`src/rtl/fifo_rd_stream.sv`:
```
// fifo_rd_stream: drains the show-ahead read port of an async FIFO into a
// registered valid/ready stream through a 2-entry skid buffer. rinc depends
// only on registered occupancy, enable and rempty, never on m_ready. Also
// counts FIFO pops modulo 2^CNTW.
module fifo_rd_stream #(
    parameter int DSIZE = 8,
    parameter int CNTW  = 16
) (
    input  logic             rclk,
    input  logic             rrst_n,
    input  logic [DSIZE-1:0] rdata,
    input  logic             rempty,
    output logic             rinc,
    input  logic             enable,
    output logic [DSIZE-1:0] m_data,
    output logic             m_valid,
    input  logic             m_ready,
    output logic [CNTW-1:0]  pop_cnt,
    output logic             idle
);

    // Buffer occupancy; head feeds m_data, skid holds the second word
    typedef enum logic [1:0] {
        EMPTY = 2'd0,
        ONE   = 2'd1,
        TWO   = 2'd2
    } state_t;

    state_t           state;
    state_t           state_nxt;
    logic [DSIZE-1:0] head;
    logic [DSIZE-1:0] head_nxt;
    logic [DSIZE-1:0] skid;
    logic [DSIZE-1:0] skid_nxt;
    logic             push;
    logic             pop;

    // Reset is folded in so no pop can be issued while the buffer is cleared
    assign rinc    = rrst_n & enable & ~rempty & (state != TWO);
    assign push    = rinc;
    assign pop     = m_valid & m_ready;
    assign m_valid = (state != EMPTY);
    assign m_data  = head;
    assign idle    = (state == EMPTY) & rempty;

    // Next occupancy and storage moves; TWO never sees a push
    always_comb begin
        state_nxt = state;
        head_nxt  = head;
        skid_nxt  = skid;
        case (state)
            EMPTY: begin
                if (push) begin
                    head_nxt  = rdata;
                    state_nxt = ONE;
                end
            end
            ONE: begin
                if (push && pop) begin
                    head_nxt = rdata;
                end else if (push) begin
                    skid_nxt  = rdata;
                    state_nxt = TWO;
                end else if (pop) begin
                    state_nxt = EMPTY;
                end
            end
            TWO: begin
                if (pop) begin
                    head_nxt  = skid;
                    state_nxt = ONE;
                end
            end
            default: begin
                state_nxt = EMPTY;
            end
        endcase
    end

    // Occupancy and storage registers; reset discards any buffered words
    always_ff @(posedge rclk or negedge rrst_n) begin
        if (!rrst_n) begin
            state <= EMPTY;
            head  <= '0;
            skid  <= '0;
        end else begin
            state <= state_nxt;
            head  <= head_nxt;
            skid  <= skid_nxt;
        end
    end

    // Running pop count, wraps naturally at 2^CNTW
    always_ff @(posedge rclk or negedge rrst_n) begin
        if (!rrst_n) begin
            pop_cnt <= '0;
        end else if (push) begin
            pop_cnt <= pop_cnt + CNTW'(1);
        end
    end

endmodule

```
`config.mk`:
```
export PLATFORM = sky130hd
export DESIGN_NAME = fifo_rd_stream
export DESIGN_NICKNAME = d
export VERILOG_FILES = /design/src/rtl/fifo_rd_stream.sv
export SDC_FILE = /design/constraint.sdc
export NUM_CORES = 1
export LEC_CHECK = 0
export ABC_AREA = 1
export CAP_MARGIN = 20
export CORE_MARGIN = 5
export CORE_UTILIZATION = 49
export CTS_CLUSTER_SIZE = 20
export DETAILED_ROUTE_END_ITERATION = 7
export PLACE_DENSITY_LB_ADDON = 0.1
export SYNTH_ARGS = -nofsm -noshare
export SYNTH_HDL_FRONTEND = slang
export SYNTH_SLANG_ARGS = --single-unit
```
`constraint.sdc`:
```
create_clock -name rclk -period 1.7 [get_ports rclk]
set_input_delay 0.34 -clock rclk [delete_from_list [all_inputs] [get_ports rclk]]
set_output_delay 0.34 -clock rclk [all_outputs]
set_load 0.01 [all_outputs]
```
After elaboration in Yosys (flattened, before gate mapping):

Index checks and enable logic that the tools add are counted.

* input port bits: 13
* bits in registers: 34

* multiplexer cells: 10
* eq/ne operators: 8
* add/sub/neg operators: 1
* bitwise operators: 7
* reductions and logical operators: 7

Operators with widths (number)
* 2-to-1 mux 8 bit: 3
* one-hot mux 8 bit (3 select lines): 1
* adder 16 x 1 -> 16 bit (second input constant): 1
* 2-to-1 mux 2 bit: 5
* inequality test 2 bit (second input constant): 5
* AND reduction 4 bit: 2
* one-hot mux 2 bit (3 select lines): 1
* bitwise AND 1 bit: 5
* inequality test 3 bit (second input constant): 1
* AND reduction 3 bit: 1
* nonzero test 3 bit: 1
* equality test 2 x 1 -> 1 bit (second input constant): 1
* equality test 2 bit (second input constant): 1
* logical NOT 2 bit: 1
* inverter 1 bit: 2
* nonzero test 2 bit: 1
* logical AND 1 bit: 1

Longest topological paths before layout:

Gate-level depths: netlist (run 1).

* depth after elaboration: 6
* mapped depth: 9
* depth with buffers taken out: 9

Worst setup path after synthesis (run 1):

Ideal clock, no wire load.

* path type: reg-to-reg
* from: reg pop_cnt[0]
* to: reg pop_cnt[8]
* arrival: 1238 ps
* stages on the path, launching flop included: 9
* period minus slack after synthesis: 1358 ps
* library setup time: 120 ps
* buffers on the path: 0
* slack: 342 ps
* required time: 1580 ps
* path through: dfrtp_1 -> ha_1 -> inv_1 -> nor2_1 -> inv_1 -> nor2_4 -> nand2_2 -> o21ai_1 -> nand2_1

* cells in the longest elaborated chain, start to end: 1

RTL lines
* from (decl): RTL line 18 `output logic [CNTW-1:0] pop_cnt,`
* from (signal assigned): RTL line 98 `pop_cnt <= pop_cnt + CNTW'(1);`
* adder 16 x 1 -> 16 bit: RTL line 98

No other way between the ends.
A chain may end at the register's enable or synchronous reset.

Worst setup path in the final report (run 1):

* from: reg pop_cnt[1]
* to: out pop_cnt[1]

No word-level cell between the ends.

==> summary.md, run 1 <==
| Metric | Value |
|---|---|
| Comb power frac | `38.7%` |
| Starting DRT DRC Count | `100` |
| Syn_nets | `225` |
| Worst-path cell chain | `clkdlybuf4s50_1` |
| Layout Utilization | `71.69%` |
| CTS H-tree lvls | `2` |
| Crit start category | `flop` |
| Die area | `0.004749 mm²` |
| PnR Total Power | `2.985 mW` |
| Clk sink count | `34` |
| Avg Cell Area, Syn | `roughly 8 µm²` |
| Cell family with most CP delay | `buffers and inverters` |
| Row count | `21` |
| Die Width | `68.91 µm` |
| Final setup violation count | `0` |
| Max Freq | `0.6094 GHz` |
| Crit end category | `primary output` |
| Syn Inst Count | `211` |
| GP Congestion | `0.7954` |
| HPWL after DPL | `2.591 mm` |
| Seq/Total Area, Yosys | `50.04%` |
| Hold WS | `85.89 ps` |
| Final ANT Viol Nets | `0` |
| # DRC | `0` |
| Rel. slew slack | `71.30%` |
| Worst Path Required | `between 1000 and 1500 ps` |
| Final min period | `1641 ps` |
| Kind of critical path | `reg2out` |
| Number of global-route vias before repair | `between 1.5k and 2k` |
| Synth area leaders | `dfrtp_1 (50%), nand2_1 (12%), nor2_1 (7.1%)` |
| DRT Pass-1 Iters | `4` |
| Ys async rst share | `100.0%` |
| Clock Skews | `8.234 ps` |
| Net count, final | `288` |
| Flop pwr share | `between 40% and 50%` |
| Leak | `1.193 nW` |
| Num CTS Buffers | `5` |
| Most instantiated cells after synthesis | `nand2_1 (54), dfrtp_1 (34), nor2_1 (32), inv_1 (25), a21oi_1 (14)` |
| NetSw | `slightly below 1 mW` |
| Crit path largest cell delay | `560 ps` |
| Seq cells post-synth | `34` |
| Final period utilization | `96.52%` |
| Die height | `68.91 µm` |
| VDD IR max | `0.6976 mV` |
| Critical Path AT | `about 1300 ps` |
| Switch share | `between 30% and 40%` |
| I/O Pins | `40` |
| Final hold violation count | `0` |
| Syn. warnings | `0` |
| Root Buffer | `clkbuf_4` |
| Area growth syn-to-layout | `40.69%` |
| Clock slew at reported path FFs | `110 ps` |
| GRT Total Usage | `a little under a fifth` |
| IO Port Bufs | `39` |
| Worst-margin pin slew | `430.5 ps` |
| Pwr Density | `1248 mW/mm²` |
| Status | `complete, no violations` |
| First-pass GRT wire length | `6.520 mm` |
| Max-cap violation count | `0` |
| Total gr overflow | `0` |
| Top-count cell post-synth | `nand2_1` |
| Worst Path Max Fanout | `4` |
| Fin Setup TNS | `0 ps` |
| Post-synth cell types | `24` |
| Clock tree buffer depth | `2` |
| Post-synth design cell area | `0.001700 mm²` |
| Vias | `1545` |
| WP buf/inv | `1` |
| Inserted Diodes | `0` |
| Clock Latency Late Sink | `330 ps` |
| Synth top area share | `50.04%` |
| Hold Crit Class | `in2async` |
| Slowest CP cell | `clkdlybuf4s50_1` |
| CTS tree | `yes` |
| Routed wire length | `3.715 mm` |
| Clock power frac | `20.7%` |
| Post-synth top area cell | `dfrtp_1` |
| Drt wl/cell | `11.61 µm` |
| Area of the core | `around 0.0033 mm²` |
| Max-slew violation count | `0` |
| Post-synth top flop | `dfrtp_1` |
| Fraction of layout cells with a size suffix above 1 | `roughly 17%` |
| Largest net degree at the start of global routing | `35` |
| P_int | `2.001 mW` |
| Vias/cell | `4.828` |
| Antenna violations before repair | `0` |
| Initial core utilization | `50.96%` |
| EDFF count, synth | `0` |
layout by cell type, fill, tap and decap left out, types with 2 or more instances in the layout:
master,n
dlymetal6s2s_1,4
buf_4,18
nand4_1,4
nor2_1,32
clkbuf_4,5
dlygate4sd2_1,2
nand3_1,5
xnor2_1,2
o21ai_0,13
nand2_1,53
nand2_2,6
a21oi_1,14
inv_2,2
dfrtp_1,33
nor2_4,3
inv_1,25
xor2_1,5
buf_12,2
nor3_1,2
clkdlybuf4s50_1,32
timing repair:
action                     in CTS  in global routing
buffers inserted                7                  4
setup endpoints to repair       8                  8
gates resized for setup         6                  6
hold buffers                    0                  0
cell families after synthesis:
group           after synthesis  share of synthesized area, %
fa+ha+maj                     1                        0.7357
simple gates                109                         28.70
compound gates               30                         9.860
xor+xnor                      7                         3.606
buf+inv                      30                         7.064
flops                        34                         50.04
metal layers:
metal,vias to the layer above,wire (µm),global-route usage (%)
met5,-,0,0
met4,0,49,9.002
met3,6,198,4.376
met2,32,1882,32.26
met1,717,1585,21.60
li1,790,-,-
through the flow:
step / cells / setup slack (ps) / cell area, µm²
6_report: 320 / 59.16 / 2392
3_3_place_gp: 302 / -286.8 / 2222
3_5_place_dp: 302 / -308.2 / 2222
2_1_floorplan: 211 / 341.6 / 1700
5_1_grt: 320 / -1.900 / 2392
4_1_cts: 316 / 3.188 / 2357
worst register-to-register path: stages (launching register included):
cell and delay, ps:
dfrtp_1 400, buf_4 150, nand2_4 70, buf_4 220, nand3_2 150, nor2_4 190, nand3_1 90, nand2_1 70
nand2_1 40
cell type report:
| cell class | instances | area (µm²) |
|---|---|---|
| Clock buffer | 6 | 51.30 |
| Clock inverter | 1 | 30.03 |
| Fill cell | 292 | 944.7 |
| Inverter | 27 | 101.3 |
| Multi-Input combinational cell | 147 | 732.0 |
| Sequential cell | 34 | 852.1 |
| Tap cell | 46 | 57.56 |
| Timing Repair Buffer | 59 | 568.0 |
sequential cells by signal (all words and copies together), names as in the netlist:
name,flops
pop_cnt,16
state,2
m_data,8
skid,8
power by group through the flow:
| stage | Clock [mW] | Sequential [mW] | Combinational, mW |
|---|---|---|---|
| global route | 0.668 | 1.25 | 1.28 |
| detailed placement | 0 | 1.25 | 1.10 |
| finish | 0.618 | 1.21 | 1.15 |
| CTS | 0.635 | 1.21 | 1.16 |
| global placement | 0 | 1.25 | 1.08 |
| floorplan | 0 | 1.30 | 0.501 |
path summary, 6_finish.rpt:
| path | startpoint | to | slack [ps] | depth (start not counted) |
|---|---|---|---|---|
| max | pop_cnt[1]$_DFFE_PN0P_ | pop_cnt[1] | 60 | 1 |
| min | rrst_n | pop_cnt[12]$_DFFE_PN0P_ | 90 | 2 |
| max reg2reg | state[1]$_DFFE_PN0P_ | pop_cnt[15]$_DFFE_PN0P_ | 230 | 8 |
| min reg2reg | skid[1]$_DFFE_PN0P_ | skid[1]$_DFFE_PN0P_ | 490 | 2 |
| max in group asynchronous | rrst_n | pop_cnt[13]$_DFFE_PN0P_ | 1290 | 2 |
| min in group rclk | skid[1]$_DFFE_PN0P_ | skid[1]$_DFFE_PN0P_ | 490 | 2 |
Power figures use the tool's default switching activity.
==> run 2: changes to the inputs <==
--- a/config.mk
+++ b/config.mk
@@ -9,9 +9,9 @@
 export CAP_MARGIN = 20
 export CORE_MARGIN = 5
 export CORE_UTILIZATION = 49
-export CTS_CLUSTER_SIZE = 20
 export DETAILED_ROUTE_END_ITERATION = 7
 export PLACE_DENSITY_LB_ADDON = 0.1
+export REMOVE_ABC_BUFFERS = 1
 export SYNTH_ARGS = -nofsm -noshare
 export SYNTH_HDL_FRONTEND = slang
 export SYNTH_SLANG_ARGS = --single-unit
==> run 2 against run 1 <==
Compared with the run above: cell count rose by 0.31%; largest power group unchanged; largest cell class unchanged; wire length fell by 2.4%; clock-buffer cell count rose by 1; cell area fell by 0.63%; combinational power fell by 3%; critical path depth did not move; utilization fell by 0.45 points; register-to-register slack got worse by 30 ps; critical path type unchanged.
==> summary.md, run 2 (synthesized netlist as in run 1, its figures left out) <==
| Metric | Value |
|---|---|
| VDD IR max | `0.7263 mV` |
| PnR Total Power | `around 2.8 mW` |
| CP endpoint | `pop_cnt[3]` |
| Vias | `1487` |
| Most common cell after layout, fill and taps aside | `nand2_1` |
| Switch share | `a little over a third` |
| Most frequent cells in the layout | `nand2_1 (53), nor2_1 (32), dfrtp_1 (32)` |
| Worst-path cell chain | `clkdlybuf4s50_1` |
| Antenna violations before repair | `0` |
| WP buf/inv | `1` |
| Clock Latency Late Sink | `340 ps` |
| Starting DRT DRC Count | `96` |
| Routed wire length | `between 3 and 4 mm` |
| Total gr overflow | `0` |
| Clock slew at reported path FFs | `100 ps` |
| R2r endpoint | `pop_cnt[15]$_DFFE_PN0P_` |
| Stages on worst setup path | `1` |
| NetSw | `approximately 980 µW` |
| R2R Setup Slk | `around 200 ps` |
| Final ANT Viol Nets | `0` |
| Final period utilization | `96.77%` |
| Die area | `about 0.0047 mm²` |
| Drt wl/cell | `about 11 µm` |
| Largest register by flop count | `pop_cnt` |
| Number of global-route vias before repair | `around 1.4k` |
| Worst-margin pin slew | `433.1 ps` |
| CTS tree | `yes` |
| Hold Crit Class | `in2async` |
| Root Buffer | `clkbuf_4` |
| Pwr Density | `1185 mW/mm²` |
| Crit path largest cell delay | `about 560 ps` |
| Placement Cell Area | `0.002222 mm²` |
| Area growth syn-to-layout | `39.81%` |
| Worst Path Max Fanout | `4` |
| R2R Path Start | `state[1]$_DFFE_PN0P_` |
| Final min period | `1645 ps` |
| Cell family with most CP delay | `buffers and inverters` |
| Comb power frac | `39.5%` |
| Flop pwr share | `43.6%` |
| Max reg flops | `16` |
| Leak | `approximately 1.2 nW` |
| I/O Pins | `40` |
| Worst Path Required | `about 1400 ps` |
| Largest net degree at the start of global routing | `35` |
| Crit start category | `flop` |
| Kind of critical path | `reg2out` |
| Vias/cell | `4.632` |
| Crit end category | `primary output` |
| Status | `complete, no violations` |
| CTS H-tree lvls | `2` |
| Clk sink count | `34` |
| Critical Path AT | `1310 ps` |
| Rel. slew slack | `71.12%` |
| IO Port Bufs | `39` |
| Clock Skews | `7.404 ps` |
| P_int | `1.840 mW` |
| Inserted Diodes | `0` |
| Die Width | `68.91 µm` |
| Row count | `21` |
| Initial core utilization | `approximately half` |
| Worst Setup SP | `pop_cnt[3]$_DFFE_PN0P_` |
| Max Freq | `0.6079 GHz` |
| Clock power frac | `between 15 and 20%` |
| Die height | `around 70 µm` |
| Clock tree buffer depth | `2` |
| Net count, final | `288` |
| # DRC | `0` |
| Max-slew violation count | `0` |
| Slowest CP cell | `clkdlybuf4s50_1` |
| DRT Pass-1 Iters | `6` |
| Final setup violation count | `0` |
| GRT Total Usage | `17.41%` |
| Final hold violation count | `0` |
| First-pass GRT wire length | `6.044 mm` |
| Reg2reg path depth | `8` |
| GP Congestion | `0.7845` |
| Finished Cell Area | `0.002377 mm²` |
| Fraction of layout cells with a size suffix above 1 | `approximately 17%` |
| Num CTS Buffers | `5` |
| Area of the core | `0.003337 mm²` |
| Max-cap violation count | `0` |
| HPWL after DPL | `2.575 mm` |
==> run 2: how the worst min path moves through the flow <==
stage	cells after the start	end	slack (ps)	start
floorplan	0	m_data[0]$_DFFE_PN0P_	40	rrst_n
global placement	2	skid[0]$_DFFE_PN0P_	460	skid[0]$_DFFE_PN0P_
detailed placement	2	skid[0]$_DFFE_PN0P_	480	skid[0]$_DFFE_PN0P_
CTS	2	pop_cnt[13]$_DFFE_PN0P_	440	rrst_n
global route	2	pop_cnt[13]$_DFFE_PN0P_	120	rrst_n
finish	2	pop_cnt[13]$_DFFE_PN0P_	80	rrst_n
==> run 2: layout make-up <==
class	count	area, µm²
clock inverters	1	5.005
well taps	46	57.56
flip-flops and latches	34	853.3
multi-input cells	147	732.0
repair buffers	59	573.1
fillers	272	959.7
clock buffers	7	55.05
inverters	27	101.3
==> run 2: layer usage <==
metal,part of all wire [%],up-vias,track usage (%)
met2,48,28,28.33
met1,46,668,22.16
met5,0,-,0
li1,-,785,-
met3,5.2,6,5.511
met4,1.2,0,5.109
==> run 2: what timing repair did <==
action	CTS	global route
endpoints found under the setup margin	5	12
pin swaps	0	0
setup buffers	4	7
gates resized for setup	5	10
hold buffers	0	0
==> run 2: per-stage QoR <==
stage          TNS (ps)  utilization (%)  setup WS, ps  hold WS, ps  instances
2_1_floorplan         0                -         341.6        44.41        208
3_3_place_gp      -1208            66.59        -287.7        463.3        302
3_5_place_dp      -1556            66.59        -307.6        478.2        302
4_1_cts               0            69.25       0.03575        444.1        314
5_1_grt          -4.841            71.24        -4.841        124.7        321
6_report              0            71.24         54.97        81.38        321
==> run 2: power by group through the flow <==
| stage | clock network, mW | logic [mW] | registers [mW] |
|---|---|---|---|
| floorplan | 0 | 0.479 | 1.30 |
| global placement | 0 | 1.08 | 1.25 |
| detailed placement | 0 | 1.10 | 1.25 |
| CTS | 0.487 | 1.12 | 1.23 |
| global route | 0.524 | 1.23 | 1.27 |
| finish | 0.475 | 1.11 | 1.23 |
==> run 3: changes to the inputs <==
--- a/config.mk
+++ b/config.mk
@@ -8,8 +8,9 @@
 export ABC_AREA = 1
 export CAP_MARGIN = 20
 export CORE_MARGIN = 5
-export CORE_UTILIZATION = 49
+export CORE_UTILIZATION = 30
 export DETAILED_ROUTE_END_ITERATION = 7
+export GPL_ROUTABILITY_DRIVEN = 0
 export PLACE_DENSITY_LB_ADDON = 0.1
 export REMOVE_ABC_BUFFERS = 1
 export SYNTH_ARGS = -nofsm -noshare
==> run 3 against run 2 <==
Compared with the run above: critical path depth stayed put; cell area up 0.95%; global-route usage fell by 5.5 points; sequential share of layout area decreased by 0.39 points; register-to-register slack gained 30 ps.
==> summary.md, run 3 (synthesized netlist as in run 1, its figures left out) <==
| Metric | Value |
|---|---|
| Initial core utilization | `30.88%` |
| Row count | `27` |
| Die area | `0.007274 mm²` |
| Num CTS Buffers | `5` |
| Pwr Density | `1354 mW/mm²` |
| Number of global-route vias before repair | `1555` |
| PnR Total Power | `3.251 mW` |
| Largest register by flop count | `pop_cnt` |
| Largest net degree at the start of global routing | `35` |
| Cell family with most CP delay | `buffers and inverters` |
| Inserted Diodes | `0` |
| Max Freq | `0.6074 GHz` |
| Area of the core | `0.005507 mm²` |
| Final period utilization | `96.85%` |
| DRT Pass-1 Iters | `4` |
| Vias | `1467` |
| Final setup violation count | `0` |
| Worst Path Required | `between 1000 and 1500 ps` |
| R2r endpoint | `pop_cnt[15]$_DFFE_PN0P_` |
| Worst Path Max Fanout | `7` |
| WP buf/inv | `1` |
| Final ANT Viol Nets | `0` |
| Crit start category | `flop` |
| Kind of critical path | `reg2out` |
| IO Port Bufs | `39` |
| Antenna violations before repair | `0` |
| Area growth syn-to-layout | `41.13%` |
| Clk sink count | `34` |
| VDD IR max | `0.7320 mV` |
| First-pass GRT wire length | `slightly below 7 mm` |
| GRT Total Usage | `around an eighth` |
| Max-slew violation count | `0` |
| Vias/cell | `4.340` |
| Routed wire length | `3.815 mm` |
| CTS tree | `yes` |
| Hold WS | `103.5 ps` |
| Clock Skews | `6.010 ps` |
| Fraction of layout cells with a size suffix above 1 | `14.29%` |
| Starting DRT DRC Count | `55` |
| Worst-margin pin slew | `451.2 ps` |
| Critical Path AT | `1310 ps` |
| # DRC | `0` |
| Max-cap violation count | `0` |
| Clock slew at reported path FFs | `70 ps` |
| Reg2reg path depth | `8` |
| Hold Crit Class | `in2async` |
| Drt wl/cell | `between 10 and 15 µm` |
| Clock Latency Late Sink | `290 ps` |
| CTS H-tree lvls | `2` |
| Final hold violation count | `0` |
| Most common cell after layout, fill and taps aside | `nand2_1` |
| Die height | `85.29 µm` |
| Slowest CP cell | `clkdlybuf4s50_1` |
| Clock tree buffer depth | `2` |
| R2R Path Start | `state[1]$_DFFE_PN0P_` |
| Total gr overflow | `0` |
| Worst-path cell chain | `clkdlybuf4s50_1` |
| Final min period | `between 1500 and 2000 ps` |
| I/O Pins | `40` |
| Rel. slew slack | `69.92%` |
| Status | `complete, no violations` |
| R2R Setup Slk | `230 ps` |
| Die Width | `85.29 µm` |
| RSZ-0062 raised after global routing | `false` |
| Crit end category | `primary output` |
| Leak | `~1.1 nW` |
| # fillers | `564` |
| Max reg flops | `16` |
| Root Buffer | `clkbuf_8` |
| Crit path largest cell delay | `570 ps` |
| Net count, final | `279` |
| HPWL after DPL | `2.811 mm` |
| Most frequent cells in the layout | `nand2_1 (54), clkdlybuf4s50_1 (35), dfrtp_1 (33)` |
-- run 3: cell types whose count changed in the layout (fill, tap and decap cells not counted), moves of 2 or more --
cell	change
clkbuf_8	+4
buf_4	-9
clkbuf_4	-5
bufinv_16	+2
clkdlybuf4s50_1	+5
dlymetal6s2s_1	-5
-- run 3: through the flow --
step / instances / setup TNS (ps) / area (µm²) / util, % / setup WS, ps
2_1_floorplan: 208 / 0 / 1682 / - / 341.6
3_3_place_gp: 328 / -710.7 / 2250 / 40.85 / -300.4
3_5_place_dp: 328 / -915.1 / 2250 / 40.85 / -316.1
4_1_cts: 338 / 0 / 2396 / 43.51 / 0.09970
5_1_grt: 338 / 0 / 2400 / 43.58 / 5.313
6_report: 338 / 0 / 2400 / 43.58 / 53.54
-- run 3: worst max path at each step --
| stage | start | endpoint | slack, ps | cells past startpoint |
|---|---|---|---|---|
| 3_3_place_gp | enable | rinc | -300 | 6 |
| 2_1_floorplan | pop_cnt[0]$_DFFE_PN0P_ | pop_cnt[8]$_DFFE_PN0P_ | 340 | 8 |
| 4_1_cts | state[1]$_DFFE_PN0P_ | m_valid | 0.1 | 3 |
| 6_report | pop_cnt[8]$_DFFE_PN0P_ | pop_cnt[8] | 50 | 1 |
| 5_1_grt | pop_cnt[8]$_DFFE_PN0P_ | pop_cnt[8] | 5 | 1 |
| 3_5_place_dp | enable | rinc | -320 | 6 |
-- run 3: metal layers --
layer / track usage [%] / vias up / wire length (µm)
met2: 20.76 / 30 / 1898
met5: 0 / - / 0
met3: 2.913 / 7 / 173
met1: 13.58 / 667 / 1677
met4: 5.324 / 0 / 65
li1: - / 763 / -
-- run 3: what timing repair did --
action                                  in CTS  in global routing
resized for setup                            5                  2
pin swaps                                    0                  0
endpoints found under the setup margin       3                  2
hold buffers                                 0                  0
cloned                                       0                  0
buffers inserted                             2                  0
-- run 3: report_power, final --
group / leakage, nW / internal, mW / switching [mW] / total [mW]
logic: 0.629 / 0.577 / 0.530 / 1.11
clock network: 0.0683 / 0.588 / 0.321 / 0.909
registers: 0.423 / 1.06 / 0.172 / 1.23
-- run 3: cell type report --
type | count | area [µm²] | share of cell area, %
Clock inverter | 3 | 68.82 | 2.868
Inverter | 27 | 101.3 | 4.223
Tap cell | 72 | 90.09 | 3.754
Timing Repair Buffer | 50 | 489.2 | 20.39
Multi-Input combinational cell | 147 | 729.5 | 30.40
Sequential cell | 34 | 852.1 | 35.51
Clock buffer | 5 | 68.82 | 2.868
